[src/rtl/seg7_scan_mux.sv]
// Multiplexed seven-segment driver: scans NUM_DIGITS digits, one per REFRESH_DIV clocks,
// with a per-frame input snapshot, optional hex decode and leading-zero blanking.
module seg7_scan_mux #(
    parameter int NUM_DIGITS  = 4,
    parameter int REFRESH_DIV = 65536,
    parameter int HEX_EN      = 1
) (
    input  logic                    clk,
    input  logic                    rst,
    input  logic [4*NUM_DIGITS-1:0] nums,
    input  logic [NUM_DIGITS-1:0]   dp_in,
    input  logic                    blank_lz,
    output logic [6:0]              display,
    output logic                    dp,
    output logic [NUM_DIGITS-1:0]   digit,
    output logic                    frame_done
);

    localparam int CW = (REFRESH_DIV > 2) ? $clog2(REFRESH_DIV) : 1;
    localparam int IW = (NUM_DIGITS > 1) ? $clog2(NUM_DIGITS) : 1;
    localparam logic [CW-1:0] CNT_LAST = CW'(REFRESH_DIV - 1);
    localparam logic [IW-1:0] IDX_LAST = IW'(NUM_DIGITS - 1);

    typedef enum logic {ST_IDLE, ST_SCAN} state_t;

    logic [CW-1:0]           cnt_q, cnt_d;
    state_t                  state_q, state_d;
    logic [IW-1:0]           idx_q, idx_d;
    logic [4*NUM_DIGITS-1:0] sh_nums_q, sh_nums_d;
    logic [NUM_DIGITS-1:0]   sh_dp_q, sh_dp_d;
    logic                    sh_blank_q, sh_blank_d;
    logic [6:0]              display_q, display_d;
    logic                    dp_q, dp_d;
    logic [NUM_DIGITS-1:0]   digit_q, digit_d;
    logic                    frame_done_q, frame_done_d;

    logic       tick;
    logic       capture;
    logic [3:0] nibble;
    logic       upper_zero;
    logic       blank;

    function automatic logic [6:0] seg_decode(input logic [3:0] n);
        logic [6:0] seg;
        case (n)
            4'h0:    seg = 7'b1000000;
            4'h1:    seg = 7'b1111001;
            4'h2:    seg = 7'b0100100;
            4'h3:    seg = 7'b0110000;
            4'h4:    seg = 7'b0011001;
            4'h5:    seg = 7'b0010010;
            4'h6:    seg = 7'b0000010;
            4'h7:    seg = 7'b1111000;
            4'h8:    seg = 7'b0000000;
            4'h9:    seg = 7'b0010000;
            4'hA:    seg = (HEX_EN != 0) ? 7'b0001000 : 7'b1111111;
            4'hB:    seg = (HEX_EN != 0) ? 7'b0000011 : 7'b1111111;
            4'hC:    seg = (HEX_EN != 0) ? 7'b1000110 : 7'b1111111;
            4'hD:    seg = (HEX_EN != 0) ? 7'b0100001 : 7'b1111111;
            4'hE:    seg = (HEX_EN != 0) ? 7'b0000110 : 7'b1111111;
            default: seg = (HEX_EN != 0) ? 7'b0001110 : 7'b1111111;
        endcase
        return seg;
    endfunction

    // Snapshot is taken on every tick that lands in SCAN(0), so a whole frame sees one input set.
    always_comb begin
        tick         = (cnt_q == CNT_LAST);
        cnt_d        = tick ? '0 : cnt_q + 1'b1;
        state_d      = state_q;
        idx_d        = idx_q;
        capture      = 1'b0;
        frame_done_d = 1'b0;
        if (tick) begin
            if (state_q == ST_IDLE) begin
                state_d = ST_SCAN;
                idx_d   = '0;
                capture = 1'b1;
            end else if (idx_q == IDX_LAST) begin
                idx_d        = '0;
                capture      = 1'b1;
                frame_done_d = 1'b1;
            end else begin
                idx_d = idx_q + 1'b1;
            end
        end
        sh_nums_d  = capture ? nums     : sh_nums_q;
        sh_dp_d    = capture ? dp_in    : sh_dp_q;
        sh_blank_d = capture ? blank_lz : sh_blank_q;
    end

    // Outputs are decoded from next-state values so they change on the same edge as the scan.
    always_comb begin
        nibble     = sh_nums_d[4*int'(idx_d) +: 4];
        upper_zero = 1'b1;
        for (int j = 0; j < NUM_DIGITS; j++) begin
            if (j >= int'(idx_d) && sh_nums_d[4*j +: 4] != 4'd0) begin
                upper_zero = 1'b0;
            end
        end
        blank = sh_blank_d && (idx_d != '0) && upper_zero;
        if (state_d == ST_IDLE) begin
            display_d = 7'b1111111;
            dp_d      = 1'b1;
            digit_d   = '1;
        end else begin
            digit_d   = ~(NUM_DIGITS'(1) << idx_d);
            dp_d      = ~sh_dp_d[idx_d];
            display_d = blank ? 7'b1111111 : seg_decode(nibble);
        end
    end

    always_ff @(posedge clk) begin
        if (rst) begin
            cnt_q        <= '0;
            state_q      <= ST_IDLE;
            idx_q        <= '0;
            sh_nums_q    <= '0;
            sh_dp_q      <= '0;
            sh_blank_q   <= 1'b0;
            display_q    <= 7'b1111111;
            dp_q         <= 1'b1;
            digit_q      <= '1;
            frame_done_q <= 1'b0;
        end else begin
            cnt_q        <= cnt_d;
            state_q      <= state_d;
            idx_q        <= idx_d;
            sh_nums_q    <= sh_nums_d;
            sh_dp_q      <= sh_dp_d;
            sh_blank_q   <= sh_blank_d;
            display_q    <= display_d;
            dp_q         <= dp_d;
            digit_q      <= digit_d;
            frame_done_q <= frame_done_d;
        end
    end

    assign display    = display_q;
    assign dp         = dp_q;
    assign digit      = digit_q;
    assign frame_done = frame_done_q;

endmodule

[config.mk]
export PLATFORM = sky130hd
export DESIGN_NAME = seg7_scan_mux
export DESIGN_NICKNAME = d
export VERILOG_FILES = /design/src/rtl/seg7_scan_mux.sv
export SDC_FILE = /design/constraint.sdc
export NUM_CORES = 1
export LEC_CHECK = 0
export CAP_MARGIN = 20
export CORE_MARGIN = 2
export CORE_UTILIZATION = 51
export DETAILED_ROUTE_END_ITERATION = 10
export GPL_TIMING_DRIVEN = 0
export PLACE_DENSITY_LB_ADDON = 0.12
export SLEW_MARGIN = 20
export SYNTH_ARGS = -nofsm -noshare
export SYNTH_HDL_FRONTEND = slang
export SYNTH_SLANG_ARGS = --single-unit
[constraint.sdc]
create_clock -name clk -period 6.13 [get_ports clk]
set_clock_uncertainty 0.1 [all_clocks]
set_input_delay 0.613 -clock clk [delete_from_list [all_inputs] [get_ports clk]]
set_output_delay 0.613 -clock clk [all_outputs]
set_load 0.01 [all_outputs]
# --- After elaboration in Yosys (flattened, before gate mapping) ---
# Memories as Yosys holds them, arrays and structs flattened. A register that Yosys moved wholly into a read port is not among the register bits.
# Cells that the tools add are included.
op_classes:
  add_sub_neg: 2
  order_cmp: 4
  n_eq_ne: 2
  shift: 2
  mux: 16
  bitwise: 5
  reduce_logical: 14
op_table:
  columns: ["op", "count"]
  rows:
  - ["$add A16 B1 Y16 const B", 1]
  - ["$eq A16 B16 Y1 const B", 1]
  - ["$mux W16", 1]
  - ["$reduce_bool A4 Y1", 4]
  - ["$shiftx A16 B5 Y4", 1]
  - ["$mux W1", 10]
  - ["$mux W2", 3]
  - ["$reduce_or A3 Y1", 2]
  - ["$logic_and A1 B1 Y1", 5]
  - ["$ge A1 B2 Y1 const A", 2]
  - ["$mux W4", 1]
  - ["$not A1 Y1", 4]
  - ["$not A4 Y4", 1]
  - ["$reduce_or A2 Y1", 2]
  - ["$shl A1 B2 Y4 const A", 1]
  - ["$lt A2 B3 Y1 const B", 1]
  - ["$add A2 B1 Y2 const B", 1]
  - ["$bmux W1 S2", 1]
  - ["$eq A2 B2 Y1 const B", 1]
  - ["$ge A2 B2 Y1 const A", 1]
  - ["$reduce_bool A2 Y1", 1]
word_totals:
  regBits: 46
  rom_bits: 112
  input_bits: 23
  out_inout_bits: 13
  elab_cells: 55
  memories: 1
memory_table:
  columns: ["memory", "words", "width", "rd", "rd_ports_with_merged_regs", "write_ports", "line", "text"]
  rows:
  - ["(no name shown)", 16, 7, 1, 1, 0, "45", "case (n)"]

# --- Depth between registers and ports, before layout ---
# Gate-level depths: netlist (run 1).
depth:
  ltp_word: 13
  ltp_mapped: 13
  depth_no_buf: 13

# --- Worst setup path before layout (run 1) ---
# OpenSTA, ideal clock, no wires.
synth_timing:
  path_type: "reg2reg"
  from: "reg cnt_q[0]"
  to: "reg display_q[5] (netlist: display[5])"
  setup_ps: 138
  arrival_time_ps: 2939
  t_required_ps: 5892
  setup_slack_ps: 2953
  stages_incl_launch_ff: 14
  path_buffers: 1
  period_less_slack_ps: 3177
  path_cell_list: "dfxtp_1 ha_1 nand3_4 nor4_4 mux2i_1 buf_2 mux2_4 a21oi_2 inv_1 ha_1 inv_1 nor2_1 a21oi_1 o221ai_1"
synth_between:
  elab_chain_len: 11
  word_cells_on_any_way: 26
  classes_between: "order compare (3); eq/ne (1); shift (1); mux (9); bitwise (1); reduce/logical (11)"
synth_lines:
  columns: ["item", "line", "text"]
  rows:
  - ["start, declared", "26", "logic [CW-1:0] cnt_q, cnt_d;"]
  - ["start signal, assigned", "126", "cnt_q <= cnt_d;"]
  - ["$eq A16 B16 Y1 *", "68", "tick = (cnt_q == CNT_LAST);"]
  - ["$mux W1", "74", "if (tick) begin"]
  - ["$mux W16", "87", "sh_nums_d = capture ? nums : sh_nums_q;"]
  - ["$reduce_bool A4 Y1", "97", "if (j >= int'(idx_d) && sh_nums_d[4*j +: 4] != 4'd0) begin"]
  - ["$logic_and A1 B1 Y1", "97", null]
  - ["$mux W1 (4 in a row)", "97", null]
  - ["$logic_and A1 B1 Y1", "101", "blank = sh_blank_d && (idx_d != '0) && upper_zero;"]
  - ["$reduce_or A3 Y1 (no source line)", null, null]
  - ["end, declared", "32", "logic [6:0] display_q, display_d;"]
# Mark *: on every way between the ends. The rest lies on a longest branch, timed or not.
# A chain may end at the register's enable or synchronous reset.

# --- Final worst setup path (run 1) ---
# Same ends and word-level chain as after synthesis.

==> out/metrics.csv, run 1 <==
stage,metric,value,unit
outcome,status,completed,
timing,Slew @ Worst Pin,0.554,ns
power,static leakage,1.22,nW
routing,DR iter-0 viols,139,
routing,drt total wl,5770,um
die,total core area,0.00507,mm^2
critical_path,reg2reg setup slack,2.37,ns
worst_hold_path,worst hold path class,reg -> reg,
timing,Hold Fails Final Rpt,0,
routing,vias post-DR,2325,
routing,via/cell ratio,5.37,
place,Placed Area,0.00312,mm^2
critical_path,arrival time at the worst endpoint,3.82,ns
cts,"Reg clk slew, reported paths",0.09,ns
global_route,first-pass GRT wire length,9750,um
cells_and_area,Register Area,0.00106,mm^2
run,Max Cap Viol,0,
place,Post-DP HPWL,4350,um
timing,Final TNS setup,0,ns
cts,# resized after CTS,0,
synthesis,synthesized flop and latch total,53,
synthesis,cells after synthesis,320,
routing,Routed Antenna Nets,0,
routing,routed len/inst,13.3,um
synthesis,top_reg_cell synth,dfxtp_1,
cts,CTS tree,yes,
synthesis,"area leader, netlist",dfxtp_1,
synthesis,post-synthesis sequential area ratio,39.6,%
critical_path,Crit Reg-Reg Startpoint,cnt_q[0]$_SDFF_PP0_,
synthesis,share of the synthesized area in the top cell type,39.6,%
critical_path,CP Class,reg -> reg,
global_route,number of global-route vias before repair,2082,
critical_path,reg2reg path depth,13,
cells_and_area,final core occ,63.3,%
critical_path,RR Endpoint,display[5]$_SDFF_PP1_,
place,Port Buffers,35,
timing,"Slew Viols, Final",0,
power,Max rail drop VDD,0.107,mV
die,row count,26,
synthesis,Post-synth EDFFs,0,
cells_and_area,n_diodes,0,
global_route,largest net degree at the start of global routing,17,
worst_hold_path,min-delay src,sh_dp_q[3]$_SDFF_PP0_,
critical_path,"Req. time, crit path",6.20,ns
cells_and_area,multi-input logic area,0.00152,mm^2
global_route,grt total ovfl,0,
timing,Max Clock Freq,266,MHz
cts,Clock Tree Root,clkbuf_8,
routing,number of remaining DRC errors,0,
synthesis,Synth cell types,53,
timing,Hold Slack,0.359,ns
die,num ports,36,
global_route,initial antenna violation count,0,
timing,Tmin final,3.76,ns
timing,post-route worst setup slack,2.37,ns
synthesis,fraction of registers with async set/reset,0,%
cts,total clock sinks,53,
cts,worst-skew pair later-pin latency,0.31,ns
critical_path,Worst setup SP type,register,
die,die width,76.5,um
routing,Pre-antenna DRT Iters,4,
cells_and_area,post-route cell area,0.00321,mm^2
place,pre-CTS WS,2.35,ns
power,pwr/cell area,180,mW/mm^2
worst_hold_path,Hold Path Depth,2,
critical_path,critical path peak fanout,10,
global_route,GRT Util Overall,20.5,%
critical_path,Worst setup EP type,register,
cells_and_area,layout cells sized above 1,9.37,%
synthesis,ranking of synthesized cells by area,"dfxtp_1, nand2_1, nor2_1, a21oi_1, mux2i_1",
cells_and_area,Nets,393,
synthesis,yosys warns,0,
die,die area,0.00585,mm^2
die,die height,76.5,um
worst_hold_path,"Endpoint, Worst Hold",sh_dp_q[3]$_SDFF_PP0_,
die,initial core utilization,52.8,%
synthesis,Syn Std Cell Area,0.00268,mm^2
cells_and_area,filler instances,469,
cts,TritonCTS Buffers,5,
synthesis,mean area per synthesized cell,8.37,um^2
cells_and_area,Area growth syn-to-layout,19.9,%
place,GPL Wtd Cong,0.885,
cts,Hold Buf Count CTS,0,
cts,Clock Tree Buf Depth,2,
cts,CTS H-tree depth,2,
synthesis,Mapped Nets,351,
timing,fin crit share,61.3,%
timing,Slew headroom,62.8,%
timing,Final setup viols,0,
cts,Post-CTS Setup Inserts,0,
timing,RSZ-0062 raised after global routing,false,
[sequential cells by signal, indices dropped and copies added (netlist names)]
register    flops
sh_nums_q      16
digit           4
frame_done      1
cnt_q          16
dp              1
display         7
idx_q           2
sh_blank_q      1
state_q         1
sh_dp_q         4
[kinds of logic (layout without fill, tap and decap cells)]
kind of cell               after synthesis  count (layout)  synth area share, %
xor gates and xnor gates                14              14                 4.58
and+or+nand+nor                        151             151                 28.8
adders and majority gates                8               8                 3.74
DFF                                     53              53                 39.6
AOI/OAI and AO/OA                       53              53                 12.8
buffers and inverters                   24              67                 3.60
muxes                                   17              17                 6.87
[worst max-delay path, cell delays in order, from the launching register on]
cell and delay, ns:
dfxtp_1 0.38, ha_1 0.24, nand3_4 0.14, nor4_4 0.58
mux2i_1 0.44, buf_2 0.32, mux2_4 0.33, a21oi_2 0.30
inv_1 0.14, ha_1 0.27, inv_1 0.08, nor2_1 0.05
a21oi_1 0.12, o221ai_1 0.14
[worst max path at each step]
stage | slack, ns | start | end
after floorplan | 2.95 | cnt_q[0]$_SDFF_PP0_ | display[5]$_SDFF_PP1_
after global placement | 2.40 | cnt_q[0]$_SDFF_PP0_ | display[5]$_SDFF_PP1_
after detailed placement | 2.35 | cnt_q[0]$_SDFF_PP0_ | display[5]$_SDFF_PP1_
after CTS | 2.34 | cnt_q[0]$_SDFF_PP0_ | display[5]$_SDFF_PP1_
after global routing | 2.11 | cnt_q[0]$_SDFF_PP0_ | display[5]$_SDFF_PP1_
final | 2.37 | cnt_q[0]$_SDFF_PP0_ | display[5]$_SDFF_PP1_
[layout by cell type (no fill, tap or decap), types with 2 or more instances in the layout]
cell type and instances:
mux2i_1 12, buf_2 5, o211ai_1 2, o21ai_1 3, o21bai_1 2, clkdlybuf4s50_1 35, clkbuf_8 6, nor3b_1 2
mux2_4 2, ha_1 8, nor4_1 4, inv_1 9, mux2_2 3, nand4_1 5, or2_2 2, or4_1 2
nor2b_1 3, nand2_1 58, o21a_1 2, o21ai_0 4, nor2_1 37, nor3_1 6, xnor2_1 6, xor2_1 8
nand2b_1 3, o221ai_1 2, a21oi_1 26, a21oi_2 2, nor4_4 3, or3_1 2, nand3_1 12, clkbuf_1 10
dfxtp_1 53
[Yosys cell counts (3+ instances only)]
cell type,n
nor4_1,4
nor4_4,3
a21oi_1,26
nand3_1,12
mux2i_1,12
nor3_1,6
o21ai_0,4
inv_1,9
nand2b_1,3
xnor2_1,6
xor2_1,8
nor2_1,37
mux2_2,3
nand4_1,5
dfxtp_1,53
ha_1,8
nand2_1,58
nor2b_1,3
o21ai_1,3
buf_2,5
clkbuf_1,10
[report_power, final]
| part | internal [mW] | switching (mW) | total, mW | leakage (nW) |
|---|---|---|---|---|
| registers | 0.346 | 0.00172 | 0.347 | 0.428 |
| logic | 0.0154 | 0.0105 | 0.0259 | 0.740 |
| clock network | 0.0917 | 0.113 | 0.205 | 0.0512 |
| total | 0.453 | 0.125 | 0.578 | 1.22 |
[routing by layer]
layer / share of wire (%) / global-route usage, %
met3: 3.1 / 4.38
met4: 2.3 / 9.64
met5: 0 / 0
met2: 48 / 33.5
met1: 47 / 25.9
[metrics by stage]
stage	instances	power [mW]
2_1_floorplan	320	0.363
3_3_place_gp	425	0.381
3_5_place_dp	425	0.381
4_1_cts	433	0.590
5_1_grt	433	0.604
6_report	433	0.578
[cell type report]
class                           count  area share, %
Buffer                             15           1.95
Clock buffer                        6           2.57
Clock inverter                      2          0.428
Inverter                            9           1.05
Multi-Input combinational cell    243           47.4
Sequential cell                    53           33.0
Tap cell                           70           2.73
Timing Repair Buffer               35           10.9
No activity file was read; power rests on OpenSTA's default activity.
==> inputs of run 2 (changes only) <==
clock period = 3.7 ns   (was 6.13 ns; I/O delays follow)
==> run 2 against run 1 <==
Against the previous run: non-clock buffer count increased by 4; via count about the same; sequential cell count is the same; worst hold slack got worse by 0.0030 ns; clock power is 65% higher; count of clock-buffer cells in the layout unchanged; combinational power increased by 65%; register-to-register slack got worse by 2.2 ns; largest power group unchanged; global-route usage stayed put; power increased by 65%; cell count grew 0.92%.
==> out/metrics.csv, run 2 (same netlist as run 1, synthesis figures left out) <==
stage,metric,value,unit,change
critical_path,arrival time at the worst endpoint,3.57,ns,was 3.82 ns
power,Sw Pwr,206,uW,was 125 uW
cts,Clock Tree Root,clkbuf_8,,unchanged
outcome,status,completed,,unchanged
timing,Slew headroom,61.9,%,was 62.8%
critical_path,CP top delay family,buffers and inverters,,was simple AND/OR/NAND/NOR gates
cells_and_area,Register Area,0.00106,mm^2,unchanged
die,row count,26,,unchanged
worst_hold_path,worst hold path class,reg -> reg,,unchanged
critical_path,Worst setup EP type,register,,unchanged
routing,Pre-antenna DRT Iters,4,,unchanged
routing,DR iter-0 viols,159,,was 139
power,Switching Fraction,21.6,%,was 21.7%
critical_path,Worst setup SP type,register,,unchanged
cts,"Reg clk slew, reported paths",0.09,ns,about the same
power,Reg power frac,60.2,%,was 60.1%
routing,Routed Antenna Nets,0,,unchanged
cells_and_area,"commonest non-fill, non-tap cell in the layout",nand2_1,,unchanged
cts,total clock sinks,53,,unchanged
cells_and_area,filler instances,465,,was 469
routing,via/cell ratio,5.32,,was 5.37
place,Port Buffers,35,,unchanged
timing,Tmin final,3.51,ns,was 3.76 ns
place,GPL Wtd Cong,0.885,,unchanged
global_route,grt total ovfl,0,,unchanged
cells_and_area,layout cells sized above 1,10.6,%,was 9.37%
global_route,M1 GR Usage,25.9,%,unchanged
power,combinational power share,4.5,%,about the same
routing,routed len/inst,13.3,um,about the same
cells_and_area,n_diodes,0,,unchanged
run,Max Cap Viol,0,,unchanged
timing,Slew @ Worst Pin,0.567,ns,was 0.554 ns
power,Clock Power Share,35.3,%,was 35.4%
global_route,met3 layer usage reported by global route,4.38,%,unchanged
timing,Max Clock Freq,285,MHz,was 266 MHz
cells_and_area,Area growth syn-to-layout,21.2,%,was 19.9%
die,die area,0.00585,mm^2,unchanged
die,die height,76.5,um,unchanged
critical_path,Critical Path Max Stage Delay,0.38,ns,was 0.58 ns
critical_path,CP Class,reg -> reg,,unchanged
timing,Hold Fails Final Rpt,0,,unchanged
global_route,Top Usage Layer GRT,met2,,unchanged
die,die width,76.5,um,unchanged
critical_path,reg2reg setup slack,0.19,ns,was 2.37 ns
place,Post-DP HPWL,4350,um,unchanged
die,total core area,0.00507,mm^2,unchanged
routing,number of remaining DRC errors,0,,unchanged
global_route,largest net degree at the start of global routing,17,,unchanged
cts,TritonCTS Buffers,5,,unchanged
cells_and_area,most frequent cells in the layout,"nand2_1, dfxtp_1, nor2_1, clkdlybuf4s50_1, a21oi_1",,unchanged
critical_path,critical path peak fanout,10,,unchanged
cts,CTS tree,yes,,unchanged
timing,Final TNS setup,0,ns,unchanged
cts,Hold Buf Count CTS,0,,unchanged
timing,"Slew Viols, Final",0,,unchanged
timing,fin crit share,94.8,%,was 61.3%
power,pwr/cell area,295,mW/mm^2,was 180 mW/mm^2
cts,worst-skew pair later-pin latency,0.31,ns,about the same
global_route,GRT Util Overall,20.5,%,unchanged
power,Pwr Total,956,uW,was 578 uW
global_route,met2 Usage GRT,33.5,%,unchanged
critical_path,crit-path cells,"ha_1, nand3_4, nor4_4, buf_4, mux2i_2, buf_2, mux2_4, a21oi_2, inv_1, ha_1, inv_1, nor2_1, a21oi_1, o221ai_1",,"was ha_1, nand3_4, nor4_4, mux2i_1, buf_2, mux2_4, a21oi_2, inv_1, ha_1, inv_1, nor2_1, a21oi_1, o221ai_1"
power,Max rail drop VDD,0.177,mV,was 0.107 mV
power,static leakage,1.24,nW,was 1.22 nW
critical_path,"Slowest-stage cell, CP",dfxtp_1,,was nor4_4
global_route,number of global-route vias before repair,2084,,was 2082
routing,drt total wl,5800,um,was 5770 um
global_route,first-pass GRT wire length,9750,um,unchanged
timing,Hold Slack,0.356,ns,was 0.359 ns
cells_and_area,Nets,397,,was 393
routing,vias post-DR,2323,,was 2325
cts,Clock Tree Buf Depth,2,,unchanged
critical_path,"Req. time, crit path",3.77,ns,was 6.20 ns
timing,Final setup viols,0,,unchanged
die,initial core utilization,52.8,%,unchanged
global_route,initial antenna violation count,0,,unchanged
power,P_int,750,uW,was 453 uW
die,num ports,36,,unchanged
critical_path,CP bufs+invs,4,,was 3
cts,CTS H-tree depth,2,,unchanged
cells_and_area,multi-input logic area,0.00153,mm^2,was 0.00152 mm^2
-- run 2: worst paths after layout --
check | from | cells past startpoint | to
worst max-delay path | cnt_q[0]$_SDFF_PP0_ | 14 | display[5]$_SDFF_PP1_
worst min-delay path | sh_dp_q[3]$_SDFF_PP0_ | 2 | sh_dp_q[3]$_SDFF_PP0_
worst max register to register | cnt_q[0]$_SDFF_PP0_ | 14 | display[5]$_SDFF_PP1_
worst min register to register | sh_dp_q[3]$_SDFF_PP0_ | 2 | sh_dp_q[3]$_SDFF_PP0_
-- run 2: what timing repair did --
item	in CTS	in global routing
resized for setup	0	1
pin swaps	1	1
setup buffers	0	4
endpoints found under the setup margin	3	6
-- run 2: worst reg2reg max path, cell delays in order (launching register included) --
cell      delay, ns
dfxtp_1        0.38
ha_1           0.24
nand3_4        0.14
nor4_4         0.26
buf_4          0.19
mux2i_2        0.33
buf_2          0.30
mux2_4         0.33
a21oi_2        0.30
inv_1          0.14
ha_1           0.27
inv_1          0.08
nor2_1         0.05
a21oi_1        0.12
o221ai_1       0.14
-- run 2: power groups by stage --
stage,Sequential [mW],Clock (mW),Combinational (mW)
floorplan,0.588,0,0.0122
global placement,0.589,0,0.0429
detailed placement,0.589,0,0.0428
CTS,0.576,0.360,0.0429
global route,0.576,0.378,0.0467
finish,0.576,0.338,0.0428
-- run 2: routing by layer --
metal	share of wire [%]	vias to the layer above
li1	-	1191
met1	47	1090
met2	48	34
met3	2.7	8
met4	1.7	0
met5	0	-
-- run 2: per-stage QoR --
stage	instances	utilization, %	setup slack (ns)	instance area, um^2
floorplan	320	-	0.523	2680
global placement	425	61.4	-0.0284	3120
detailed placement	425	61.4	-0.0821	3120
CTS	433	63.3	0.0467	3210
global route	437	64.0	-0.0128	3250
finish	437	64.0	0.194	3250
-- run 2: area by class of cell --
cell class | instances | area share [%]
multi-input cells | 243 | 47.0
clock buffers | 6 | 2.54
well taps | 70 | 2.70
plain buffers | 15 | 1.93
flip-flops and latches | 53 | 32.7
clock inverters | 2 | 0.424
repair buffers | 39 | 11.7
inverters | 9 | 1.04
==> inputs of run 3 (changes only) <==
GPL_ROUTABILITY_DRIVEN = 0   (was default)
==> results of run 3 <==
Same layout as run 2: the final DEF is identical, and so are final timing and power.
